===== src/rtl/log_mover_if.sv =====
// Log mover bundle: frame tick and difficulty in,
// per-log start positions and walk status out.
interface log_mover_if #(
    parameter int NUM_OF_LOGS = 30
);
    logic        startOfFrame;
    logic        enable;
    logic [1:0]  speed_level;
    logic [10:0] ObjectStartX [NUM_OF_LOGS];
    logic [10:0] ObjectStartY [NUM_OF_LOGS];
    logic        busy;
    logic        frame_done;

    modport master (
        output startOfFrame,
        output enable,
        output speed_level,
        input  ObjectStartX,
        input  ObjectStartY,
        input  busy,
        input  frame_done
    );

    modport slave (
        input  startOfFrame,
        input  enable,
        input  speed_level,
        output ObjectStartX,
        output ObjectStartY,
        output busy,
        output frame_done
    );
endinterface


===== src/rtl/log_mover.sv =====
// Log mover: owns river log positions and scrolls
// one log per clock after each start-of-frame tick.
module log_mover #(
    parameter int NUM_OF_LOGS  = 30,
    parameter int NUM_LANES    = 5,
    parameter int TRACK_LEN    = 680,
    parameter int LOG_SPACING  = 110,
    parameter int LANE_STAGGER = 23,
    parameter int LANE_Y0      = 80,
    parameter int LANE_PITCH   = 40
) (
    input  logic CLK,
    input  logic RESETn,
    log_mover_if.slave bus
);
    localparam int LPL = NUM_OF_LOGS / NUM_LANES;
    localparam int IW  = $clog2(NUM_OF_LOGS);

    typedef enum logic [1:0] {
        IDLE,
        UPDATE,
        DONE
    } state_t;

    state_t      state;
    logic [IW-1:0] idx;
    logic        busy_q;
    logic        done_q;
    logic [10:0] x_q [NUM_OF_LOGS];

    int          lane;
    logic [3:0]  step;
    logic [11:0] cur;
    logic [11:0] nxt;

    function automatic logic [10:0] x_init(int i);
        return 11'(((i % LPL) * LOG_SPACING
                    + (i / LPL) * LANE_STAGGER) % TRACK_LEN);
    endfunction

    // Only the log under idx is touched; the wrap keeps x in the track.
    always_comb begin
        lane = int'(idx) / LPL;
        step = 4'(1 + lane % 3) + {2'b00, bus.speed_level};
        cur  = {1'b0, x_q[idx]};
        nxt  = cur;
        if (lane % 2 == 0) begin
            nxt = cur + 12'(step);
            if (nxt >= 12'(TRACK_LEN))
                nxt = nxt - 12'(TRACK_LEN);
        end else begin
            if (cur < 12'(step))
                nxt = cur + 12'(TRACK_LEN) - 12'(step);
            else
                nxt = cur - 12'(step);
        end
    end

    always_ff @(posedge CLK or negedge RESETn) begin
        if (!RESETn) begin
            state  <= IDLE;
            idx    <= '0;
            busy_q <= 1'b0;
            done_q <= 1'b0;
            for (int i = 0; i < NUM_OF_LOGS; i++)
                x_q[i] <= x_init(i);
        end else begin
            unique case (state)
                IDLE: begin
                    done_q <= 1'b0;
                    if (bus.startOfFrame && bus.enable) begin
                        state  <= UPDATE;
                        idx    <= '0;
                        busy_q <= 1'b1;
                    end
                end
                UPDATE: begin
                    x_q[idx] <= 11'(nxt);
                    if (idx == IW'(NUM_OF_LOGS - 1)) begin
                        state  <= DONE;
                        busy_q <= 1'b0;
                        done_q <= 1'b1;
                    end else begin
                        idx <= idx + 1'b1;
                    end
                end
                DONE: begin
                    done_q <= 1'b0;
                    state  <= IDLE;
                end
                default: state <= IDLE;
            endcase
        end
    end

    // Lane heights never change, so Y is wired from constants.
    genvar g;
    for (g = 0; g < NUM_OF_LOGS; g++) begin : g_y
        assign bus.ObjectStartY[g] =
            11'(LANE_Y0 + (g / LPL) * LANE_PITCH);
    end

    assign bus.ObjectStartX = x_q;
    assign bus.busy         = busy_q;
    assign bus.frame_done   = done_q;
endmodule

===== src/flat_wrapper.sv =====
// flat-port wrapper written by rule: the top's interface ports become plain ports
module log_mover_flat 
#(
    parameter int NUM_OF_LOGS  = 30,
    parameter int NUM_LANES    = 5,
    parameter int TRACK_LEN    = 680,
    parameter int LOG_SPACING  = 110,
    parameter int LANE_STAGGER = 23,
    parameter int LANE_Y0      = 80,
    parameter int LANE_PITCH   = 40
)
  (CLK, RESETn, bus_startOfFrame, bus_enable, bus_speed_level, bus_ObjectStartX, bus_ObjectStartY, bus_busy, bus_frame_done);
  log_mover_if #(.NUM_OF_LOGS(NUM_OF_LOGS)) bus_i ();
  input  logic CLK;
  input  logic RESETn;
  input wire logic [$bits(bus_i.startOfFrame)-1:0] bus_startOfFrame;
  input wire logic [$bits(bus_i.enable)-1:0] bus_enable;
  input wire logic [$bits(bus_i.speed_level)-1:0] bus_speed_level;
  output wire logic [$bits(bus_i.ObjectStartX)-1:0] bus_ObjectStartX;
  output wire logic [$bits(bus_i.ObjectStartY)-1:0] bus_ObjectStartY;
  output wire logic [$bits(bus_i.busy)-1:0] bus_busy;
  output wire logic [$bits(bus_i.frame_done)-1:0] bus_frame_done;
  assign bus_i.startOfFrame = bus_startOfFrame;
  assign bus_i.enable = bus_enable;
  assign bus_i.speed_level = bus_speed_level;
  assign bus_ObjectStartX = {>>{bus_i.ObjectStartX}};
  assign bus_ObjectStartY = {>>{bus_i.ObjectStartY}};
  assign bus_busy = bus_i.busy;
  assign bus_frame_done = bus_i.frame_done;
  log_mover #(.NUM_OF_LOGS(NUM_OF_LOGS), .NUM_LANES(NUM_LANES), .TRACK_LEN(TRACK_LEN), .LOG_SPACING(LOG_SPACING), .LANE_STAGGER(LANE_STAGGER), .LANE_Y0(LANE_Y0), .LANE_PITCH(LANE_PITCH)) u_core (.CLK(CLK), .RESETn(RESETn), .bus(bus_i));
endmodule

===== config.mk =====
export PLATFORM = sky130hd
export DESIGN_NAME = log_mover_flat
export DESIGN_NICKNAME = d
export VERILOG_FILES = /design/src/rtl/log_mover_if.sv /design/src/rtl/log_mover.sv /design/src/flat_wrapper.sv
export SDC_FILE = /design/constraint.sdc
export NUM_CORES = 1
export LEC_CHECK = 0
export CAP_MARGIN = 5
export CORE_AREA = 2 2 262 264
export CTS_CLUSTER_SIZE = 20
export DETAILED_ROUTE_END_ITERATION = 10
export DIE_AREA = 0 0 264 266
export GPL_TIMING_DRIVEN = 1
export SETUP_SLACK_MARGIN = 0.05
export SLEW_MARGIN = 20
export SYNTH_ARGS = -nofsm -noshare
export SYNTH_HDL_FRONTEND = slang
export SYNTH_SLANG_ARGS = --single-unit
export TNS_END_PERCENT = 50

===== constraint.sdc =====
create_clock -name CLK -period 9.38 [get_ports CLK]
set_input_delay 2.814 -clock CLK [delete_from_list [all_inputs] [get_ports CLK]]
set_output_delay 2.814 -clock CLK [all_outputs]
set_load 0.03 [all_outputs]

==> results of run 1 <==
-- worst max-delay path: stages, from the launching register on --
cell and delay (ns):
sky130_fd_sc_hd__dfrtp_2 0.52, sky130_fd_sc_hd__ha_1 0.23, sky130_fd_sc_hd__or2_2 0.31, sky130_fd_sc_hd__maj3_1 0.35, sky130_fd_sc_hd__o32ai_1 0.15, sky130_fd_sc_hd__a21o_1 0.57
sky130_fd_sc_hd__clkinv_1 0.22, sky130_fd_sc_hd__ha_1 0.26, sky130_fd_sc_hd__a31oi_1 0.34, sky130_fd_sc_hd__mux2_2 0.42, sky130_fd_sc_hd__fa_1 0.61, sky130_fd_sc_hd__inv_1 0.10
sky130_fd_sc_hd__fa_1 0.48, sky130_fd_sc_hd__nor2b_1 0.20, sky130_fd_sc_hd__o21ai_0 0.14, sky130_fd_sc_hd__a21oi_1 0.54, sky130_fd_sc_hd__a221o_1 0.25, sky130_fd_sc_hd__o311ai_1 0.18
sky130_fd_sc_hd__a311oi_1 0.81, sky130_fd_sc_hd__mux2_2 0.45, sky130_fd_sc_hd__a21oi_4 0.49, sky130_fd_sc_hd__buf_4 0.34, sky130_fd_sc_hd__o31ai_2 0.10
-- sequential cells by signal (all words and copies together), names as in the netlist --
signal / cells
u_core.state: 2
u_core.bus.ObjectStartX: 330
u_core.bus.busy: 1
u_core.idx: 5
u_core.bus.frame_done: 1
-- Yosys cell counts, drive strengths merged, types with 3 or more instances --
cell type,number,area (µm²)
or2,4,25.0
and2,8,50.1
mux2,77,871
and3,12,76.3
a32oi,3,26.3
o31ai,50,526
a22o,3,26.3
fa,6,120
xor2,3,26.3
dfstp,133,3490
nor3,16,96.4
or3,3,18.8
a22oi,11,82.6
nand4,4,31.3
a21oi,18,93.8
o32ai,7,61.3
o211ai,4,30.0
and4,3,26.3
clkbuf,114,428
nand4b,3,26.3
mux4,55,1240
buf,364,2760
inv,38,143
nand2b,5,31.3
ha,33,413
mux2i,52,521
nor3b,4,30.0
o21ai,250,1250
a21o,3,22.5
o22ai,4,25.0
a211oi,6,45.0
xnor2,17,149
nand2,348,1310
nor2b,10,62.6
dfrtp,206,5150
nor2,40,150
a31o,3,26.3
a31oi,7,43.8
nand3,21,105
-- cells by family (layout without fill, tap and decap cells) --
group | count (synthesis) | after routing
AND/OR/NAND/NOR | 491 | 491
other | 2 | 330
buffers and inverters | 517 | 473
adder cells (fa/ha/maj) | 40 | 40
XOR/XNOR | 20 | 20
multiplexers | 184 | 184
AO/OA/AOI/OAI | 395 | 395
flip-flops | 339 | 339
-- final cells by class --
| cell class | count | area [µm²] | area share (%) |
|---|---|---|---|
| Sequential cell | 339 | 8660 | 36.0 |
| Multi-Input combinational cell | 1460 | 9280 | 38.6 |
| Inverter | 39 | 146 | 0.609 |
| Clock inverter | 9 | 80.1 | 0.333 |
| Tap cell | 882 | 1100 | 4.59 |
| Timing Repair Buffer | 366 | 3630 | 15.1 |
| Clock buffer | 59 | 1140 | 4.75 |
-- path summary, 6_finish.rpt --
check                                                               from                                  endpoint  slack (ns)  depth (start not counted)
worst max-delay path                           u_core.idx[1]$_DFFE_PN0P_  u_core.bus.ObjectStartX[182]$_DFFE_PN0P_        1.16                         22
worst min-delay path            u_core.bus.ObjectStartX[201]$_DFFE_PN1P_  u_core.bus.ObjectStartX[201]$_DFFE_PN1P_        0.48                          2
worst max register to register                 u_core.idx[1]$_DFFE_PN0P_  u_core.bus.ObjectStartX[182]$_DFFE_PN0P_        1.16                         22
worst min register to register  u_core.bus.ObjectStartX[201]$_DFFE_PN1P_  u_core.bus.ObjectStartX[201]$_DFFE_PN1P_        0.48                          2
max in group asynchronous                                         RESETn  u_core.bus.ObjectStartX[218]$_DFFE_PN0P_        5.57                          2
min in group asynchronous                                         RESETn  u_core.bus.ObjectStartX[276]$_DFFE_PN0P_        2.28                          1
-- per-layer routing --
| metal | vias up | wire length (µm) | part of all wire (%) | track usage (%) |
|---|---|---|---|---|
| met5 | - | 0 | 0 | 0 |
| met2 | 612 | 37800 | 49 | 35.7 |
| met4 | 0 | 2520 | 3.3 | 6.93 |
| met3 | 82 | 6450 | 8.3 | 6.47 |
| met1 | 7605 | 30500 | 40 | 26.1 |
| li1 | 6679 | - | - | - |
-- placed cells by master (no fill, tap or decap), types with 5 or more instances in the layout --
cell	n
sky130_fd_sc_hd__clkbuf_1	11
sky130_fd_sc_hd__o31ai_1	20
sky130_fd_sc_hd__inv_1	34
sky130_fd_sc_hd__and3_1	11
sky130_fd_sc_hd__buf_4	26
sky130_fd_sc_hd__nor3_1	13
sky130_fd_sc_hd__o21ai_0	228
sky130_fd_sc_hd__a211oi_1	6
sky130_fd_sc_hd__fa_1	6
sky130_fd_sc_hd__nand3_1	19
sky130_fd_sc_hd__mux2i_1	52
sky130_fd_sc_hd__mux2_1	7
sky130_fd_sc_hd__dfstp_2	133
sky130_fd_sc_hd__clkinv_2	5
sky130_fd_sc_hd__nor2b_1	10
sky130_fd_sc_hd__a21oi_1	16
sky130_fd_sc_hd__o32ai_1	7
sky130_fd_sc_hd__nand2_1	347
sky130_fd_sc_hd__xnor2_1	17
sky130_fd_sc_hd__mux2_2	69
sky130_fd_sc_hd__o31ai_2	30
sky130_fd_sc_hd__o21ai_1	22
sky130_fd_sc_hd__a22oi_1	11
sky130_fd_sc_hd__ha_1	32
sky130_fd_sc_hd__mux4_2	55
sky130_fd_sc_hd__clkbuf_8	9
sky130_fd_sc_hd__a31oi_1	6
sky130_fd_sc_hd__clkbuf_16	39
sky130_fd_sc_hd__and2_1	8
sky130_fd_sc_hd__conb_1	330
sky130_fd_sc_hd__nand2b_1	5
sky130_fd_sc_hd__dfrtp_1	203
sky130_fd_sc_hd__clkdlybuf4s50_1	336
sky130_fd_sc_hd__nor2_1	40
-- per-stage QoR --
stage	worst slack (ns)	utilization (%)	hold WS, ns
floorplan	0.792	-	0.487
global route	0.566	35.5	0.495
CTS	1.22	35.5	0.483
detailed placement	0.983	33.7	0.475
finish	1.16	35.5	0.479
global placement	1.10	33.7	0.462
==> results by stage, run 1 <==
Route:
- Once detail routing completed, the nets flagged for antenna violations numbered 0.
- The routed layout has around 15000 vias.
- In the routed design, unresolved DRC markers number 0.
- The wire length after detailed routing is between 70000 and 80000 µm.
- The mean number of vias per cell is 4.75.
- The violation count after the first detailed-route iteration is roughly 1000.
- After detailed routing, the average wire length per cell comes to ~25 µm.
- For this run, the detailed router's first-pass iteration total came to 5.

Critical path:
- The worst setup path is captured at a register.
- STA classifies the critical path startpoint as a register.
- STA puts the critical path data required time at slightly below 10 ns.
- The highest net fanout along the worst path is 13.
- The critical path in this run is classified as register to register.
- The data arrival time of the critical path is around 8.6 ns.

Status:
- The flow ran to the end, and the final reports show no timing, DRC or antenna violations.

Synthesis:
- For this run, the register share of the synthesized area comes to a little over two fifths.
- Summing the areas of all compound-gate instances in the mapped netlist gives between 10% and 20% of the synthesized area.
- The mapped netlist covers about 0.02 mm².
- The number of distinct library cells after synthesis is between 80 and 90.
- Summing the areas of all fa, ha and maj instances in the mapped netlist gives between 2 and 3% of the synthesized area.
- Counting flops with a built-in enable in the synthesized netlist gives 0.
- The area fraction in and, or, nand and nor cells after synthesis is around a tenth.
- Synthesis handed over a netlist of between 1500 and 2000 instances.
- Measured against the total synthesized area, the mux share comes to between 10% and 20%.
- The async set or reset register ratio after synthesis is 100%.
- The yosys synthesis warning count is 0.
- A synthesized cell averages between 10 and 15 µm².
- The total of flip-flops plus latches after synthesis is ~340.
- In the synthesized netlist the dominant register cell turns out to be sky130_fd_sc_hd__dfrtp_1.
- Summing the areas of all xor and xnor instances in the mapped netlist gives less than 1% of the synthesized area.
- The largest family of logic cells by synthesized area is buffers and inverters.

Timing:
- The worst slew slack as a fraction of its limit is 28.7%.
- Setup repair after global routing left no endpoint under its margin.
- The maximum clock skew at final layout is around 0.031 ns.
- The final critical path takes up between 80% and 90% of the cycle.
- The highest achievable clock rate is 122 MHz.
- The number of endpoints with negative hold slack in the final report came to 0.
- Setup violations remaining at the end of the flow were counted as 0.
- The slew at the pin closest to its max-slew limit is roughly 1.1 ns.
- The final period demand of the worst path is roughly 8.2 ns.
- The number of max-slew violations in the final report was 0.
- The setup TNS after final layout is 0 ns.

Die:
- The number of rows created at floorplan is 96.
- From left edge to right edge, the die measures between 200 and 300 µm.
- The core area is between 0.06 and 0.07 mm².
- The floorplan die height is approximately 270 µm.
- The initial core utilization is between 20% and 30%.
- The die covers about 0.07 mm².
- The number of top-level design ports is 668.

GRT:
- The overall global routing resource usage is 21.3%.
- The first-pass GRT wire length is between 100000 and 150000 µm.
- The residual overflow from global routing is 0.
- The number of global-route vias before repair is between 10000 and 15000.
- Entering global routing, the biggest net connects about 170 pins.
- The number of antenna violations at the first check in global routing is 0.

Clocking:
- The cell sitting at the root of the clock tree is a sky130_fd_sc_hd__clkbuf_16.
- For this design, the CTS-stage hold fixing added 0 buffers.
- Buffers added to address setup during post-CTS repair amount to 0.
- No sink is reached through more buffers than the 3 on the longest clock path.
- Buffers inserted during clock tree synthesis total 37.
- The total of cells resized after clock tree synthesis is 0.
- The CTS sink count is 339.
- Clock-pin slew was measured on the worst setup and hold paths at roughly 0.060 ns.
- TritonCTS built the clock tree.
- The source-to-sink clock delay at the later pin of the worst-skew pair is around 0.57 ns.
- In this run the number of H-tree levels came out at 2.

Job:
- The tool flagged a number of max-cap violations equal to 0.

Finish:
- After routing the design area is about 0.024 mm².
- The share of cells above drive strength 1 is ~18%.
- The final layout contains ~2300 nets.
- Compared with the post-synthesis result, the final layout area differs by 20.3%.
- For this run, the number of standard cells in the final layout without fillers is between 3000 and 4000.
- The antenna diode instance count is 0.
- The count of filler cells inserted in the layout is 6821.

Place:
- The quantity of I/O buffers inserted on ports is 337.
- After legalization and detailed placement, the total HPWL measured approximately 58000 µm.
- The final estimated routing congestion in global placement is about 0.9.
- Summing all placed instances gives a cell area of 0.0228 mm².
- The number of cells after detailed placement is about 3100.

Worst hold path:
- The path category of the worst min-delay check is register to register.
Power of run 1 is not shown: default switching activity piles up to over one toggle a cycle in this logic, so the estimate is an artifact.
==> run 2, diff against run 1 <==
--- a/config.mk
+++ b/config.mk
@@ -11,6 +11,7 @@
 export DETAILED_ROUTE_END_ITERATION = 10
 export DIE_AREA = 0 0 264 266
 export GPL_TIMING_DRIVEN = 1
+export PLACE_DENSITY = 0.61
 export SETUP_SLACK_MARGIN = 0.05
 export SLEW_MARGIN = 20
 export SYNTH_ARGS = -nofsm -noshare
==> run 2 against run 1 <==
First-iteration DRC count up 20%. Die area unchanged. Flip-flop and latch count unchanged. Wire length up 0.20%.
==> results by stage, run 2 (synthesized netlist as in run 1, its figures left out) <==
Timing:
- Setup violations remaining at the end of the flow were counted as 0.
- The number of max-slew violations in the final report is 0.
- After routing, the total negative slack on setup checks comes to 0 ns.
- Setup repair after global routing left no endpoint under its margin.
- For the final database, setup skew stands at 0.0172 ns.
- The worst slew slack as a fraction of its limit is roughly a fifth.
- The slew at the pin closest to its max-slew limit is between 1 and 1.5 ns.
- Of the available clock period, the critical path in the final layout requires 87.9%.
- The routed design could run at a clock period as short as between 8 and 9 ns.
- The highest achievable clock rate is around 120 MHz.
- The number of endpoints with negative hold slack in the final report is 0.

Critical path:
- The startpoint identified for the worst register-to-register timing path is u_core.idx[4]$_DFFE_PN0P_.
- The worst register-to-register path has a depth of 22.
- The startpoint type of the worst setup path is a register.
- Along the worst path, the maximum fanout reaches 30.
- The setup path with the least slack is of type register to register.
- The worst reg2reg path endpoint is u_core.bus.ObjectStartX[325]$_DFFE_PN0P_.
- The required time of the critical path is roughly 9.8 ns.
- Data arrives at the worst endpoint at between 8 and 9 ns.
- The worst setup path is captured at a register.
- The worst register-to-register path has a setup slack of between 1 and 1.5 ns.

Clocking:
- The clock transition time at the flip-flop clock pins of the worst setup and hold paths is approximately 0.06 ns.
- TritonCTS created 37 clock buffers.
- The H-tree was split into 2 levels.
- The clock reaches the later pin of the worst-skew pair after around 0.55 ns.
- The buffer depth of the longest clock path is 3.
- The CTS sink count is between 300 and 400.
- For this design, the CTS-stage hold fixing added 0 buffers.
- The library cell used as clock root buffer is sky130_fd_sc_hd__clkbuf_16.
- TritonCTS built the clock tree.
- The total of cells resized after clock tree synthesis is 0.
- The post-CTS setup-driven buffer insertion count is 0.

GRT:
- The first-pass GRT wire length is ~110000 µm.
- Global routing finished with a remaining overflow of 0.
- The pin count of the biggest net entering global routing is roughly 160.
- Across every metal layer, demand over resource in global routing totals approximately a fifth.
- The number of global-route vias before repair is 14400.
- The number of antenna violations at the first check in global routing was 2.

Finish:
- The library cell used most frequently in the layout, excluding fill and tap cells, is sky130_fd_sc_hd__nand2_1.
- The share of cells above drive strength 1 is 17.9%.
- Counting the fill cells in the layout gives ~6800.
- The flip-flop count of the largest register, all copies and words added is between 300 and 400.
- The area growth from synthesis to layout is 20.0%.
- In the layout the commonest cells are 346 x sky130_fd_sc_hd__nand2_1, 336 x sky130_fd_sc_hd__clkdlybuf4s50_1, 330 x sky130_fd_sc_hd__conb_1, 228 x sky130_fd_sc_hd__o21ai_0, 203 x sky130_fd_sc_hd__dfrtp_1.
- For this run, the post-layout net count is 2292.

Die:
- The core area is around 0.068 mm².
- The floorplan step defined a die boundary enclosing 0.0702 mm².
- The floorplan die height is 266 µm.
- The number of top-level design ports is about 670.
- The x dimension of the die is roughly 260 µm.
- The initial utilization of the core area, before any placement, comes to between 20 and 30%.
- The number of rows created at floorplan is 96.

Route:
- In the final routed layout, each cell accounts on average for ~25 µm.
- The first-pass iteration count of the detailed router is 5.
- The mean number of vias per cell is about 4.8.
- The total vias in the final route is ~15000.
- The number of antenna-violating nets in the routed design is 0.
- For this block, the initial DRC count from the detailed router was between 1000 and 1500.
- The wire length after detailed routing is 77400 µm.
- After detailed routing, the number of remaining DRC violations is 0.

Worst hold path:
- The startpoint identified for the worst hold timing path is u_core.bus.ObjectStartX[190]$_DFFE_PN1P_.
- The path category of the worst min-delay check is register to register.
- The worst hold path terminates at u_core.bus.ObjectStartX[190]$_DFFE_PN1P_.
- The worst hold path was traced through 2 stages.

Status:
- The run finished with clean final reports.

Place:
- The detailed-placement wirelength estimate is between 50000 and 60000 µm.
- During placement, the flow inserted port buffers numbering between 300 and 400.
- The congestion estimate from routability-driven global placement came to between 0.8 and 0.9.

Job:
- The number of maximum-capacitance constraint violations is 0.
[run 2: critical path: stages, from the launching register on]
cell and delay, ns:
sky130_fd_sc_hd__dfrtp_1 0.85, sky130_fd_sc_hd__ha_1 0.38, sky130_fd_sc_hd__nor2_1 0.29, sky130_fd_sc_hd__a22o_1 0.21, sky130_fd_sc_hd__a21o_1 0.59, sky130_fd_sc_hd__clkinv_1 0.14, sky130_fd_sc_hd__buf_4 0.24, sky130_fd_sc_hd__ha_1 0.23
sky130_fd_sc_hd__a31oi_1 0.35, sky130_fd_sc_hd__mux2_2 0.42, sky130_fd_sc_hd__fa_1 0.41, sky130_fd_sc_hd__xor2_1 0.34, sky130_fd_sc_hd__ha_1 0.38, sky130_fd_sc_hd__nor2b_1 0.26, sky130_fd_sc_hd__o21ai_0 0.15, sky130_fd_sc_hd__a21oi_1 0.56
sky130_fd_sc_hd__nand2_1 0.15, sky130_fd_sc_hd__xnor2_1 0.48, sky130_fd_sc_hd__a311oi_1 0.17, sky130_fd_sc_hd__buf_4 0.20, sky130_fd_sc_hd__mux2_2 0.26, sky130_fd_sc_hd__and3_2 0.85, sky130_fd_sc_hd__o31ai_2 0.13
[run 2: layout make-up]
type | count | area (µm²) | area share (%)
Multi-Input combinational cell | 1460 | 9290 | 38.7
Timing Repair Buffer | 370 | 3660 | 15.3
Inverter | 39 | 146 | 0.610
Sequential cell | 339 | 8660 | 36.1
Antenna cell | 1 | 2.50 | 0.0104
Clock inverter | 11 | 73.8 | 0.308
Tap cell | 882 | 1100 | 4.60
Clock buffer | 54 | 1050 | 4.38
[run 2: how the worst max path moves through the flow]
stage | start | endpoint | slack, ns
floorplan | u_core.idx[0]$_DFFE_PN0P_ | u_core.bus.ObjectStartX[83]$_DFFE_PN1P_ | 0.79
global placement | bus_speed_level[0] | u_core.bus.ObjectStartX[325]$_DFFE_PN0P_ | 1.40
detailed placement | u_core.idx[4]$_DFFE_PN0P_ | u_core.bus.ObjectStartX[325]$_DFFE_PN0P_ | 1.26
CTS | u_core.idx[4]$_DFFE_PN0P_ | u_core.bus.ObjectStartX[325]$_DFFE_PN0P_ | 1.22
global route | u_core.idx[4]$_DFFE_PN0P_ | u_core.bus.ObjectStartX[325]$_DFFE_PN0P_ | 0.64
finish | u_core.idx[4]$_DFFE_PN0P_ | u_core.bus.ObjectStartX[325]$_DFFE_PN0P_ | 1.13
[run 2: per-stage QoR]
step	cell area, µm²	hold slack [ns]	cells	worst slack [ns]	util [%]
floorplan	21200	0.487	2316	0.792	-
global route	24000	0.492	3155	0.638	35.4
detailed placement	22900	0.470	3090	1.26	33.7
CTS	24000	0.482	3155	1.22	35.4
global placement	22900	0.466	3090	1.40	33.7
finish	24000	0.481	3156	1.13	35.4
[run 2: routing by layer]
layer	share of wire, %	track usage, %
met1	38	25.4
met2	49	36.3
met3	9.7	7.44
met4	2.8	6.04
met5	0	0
Power of run 2 is left out for the same reason.
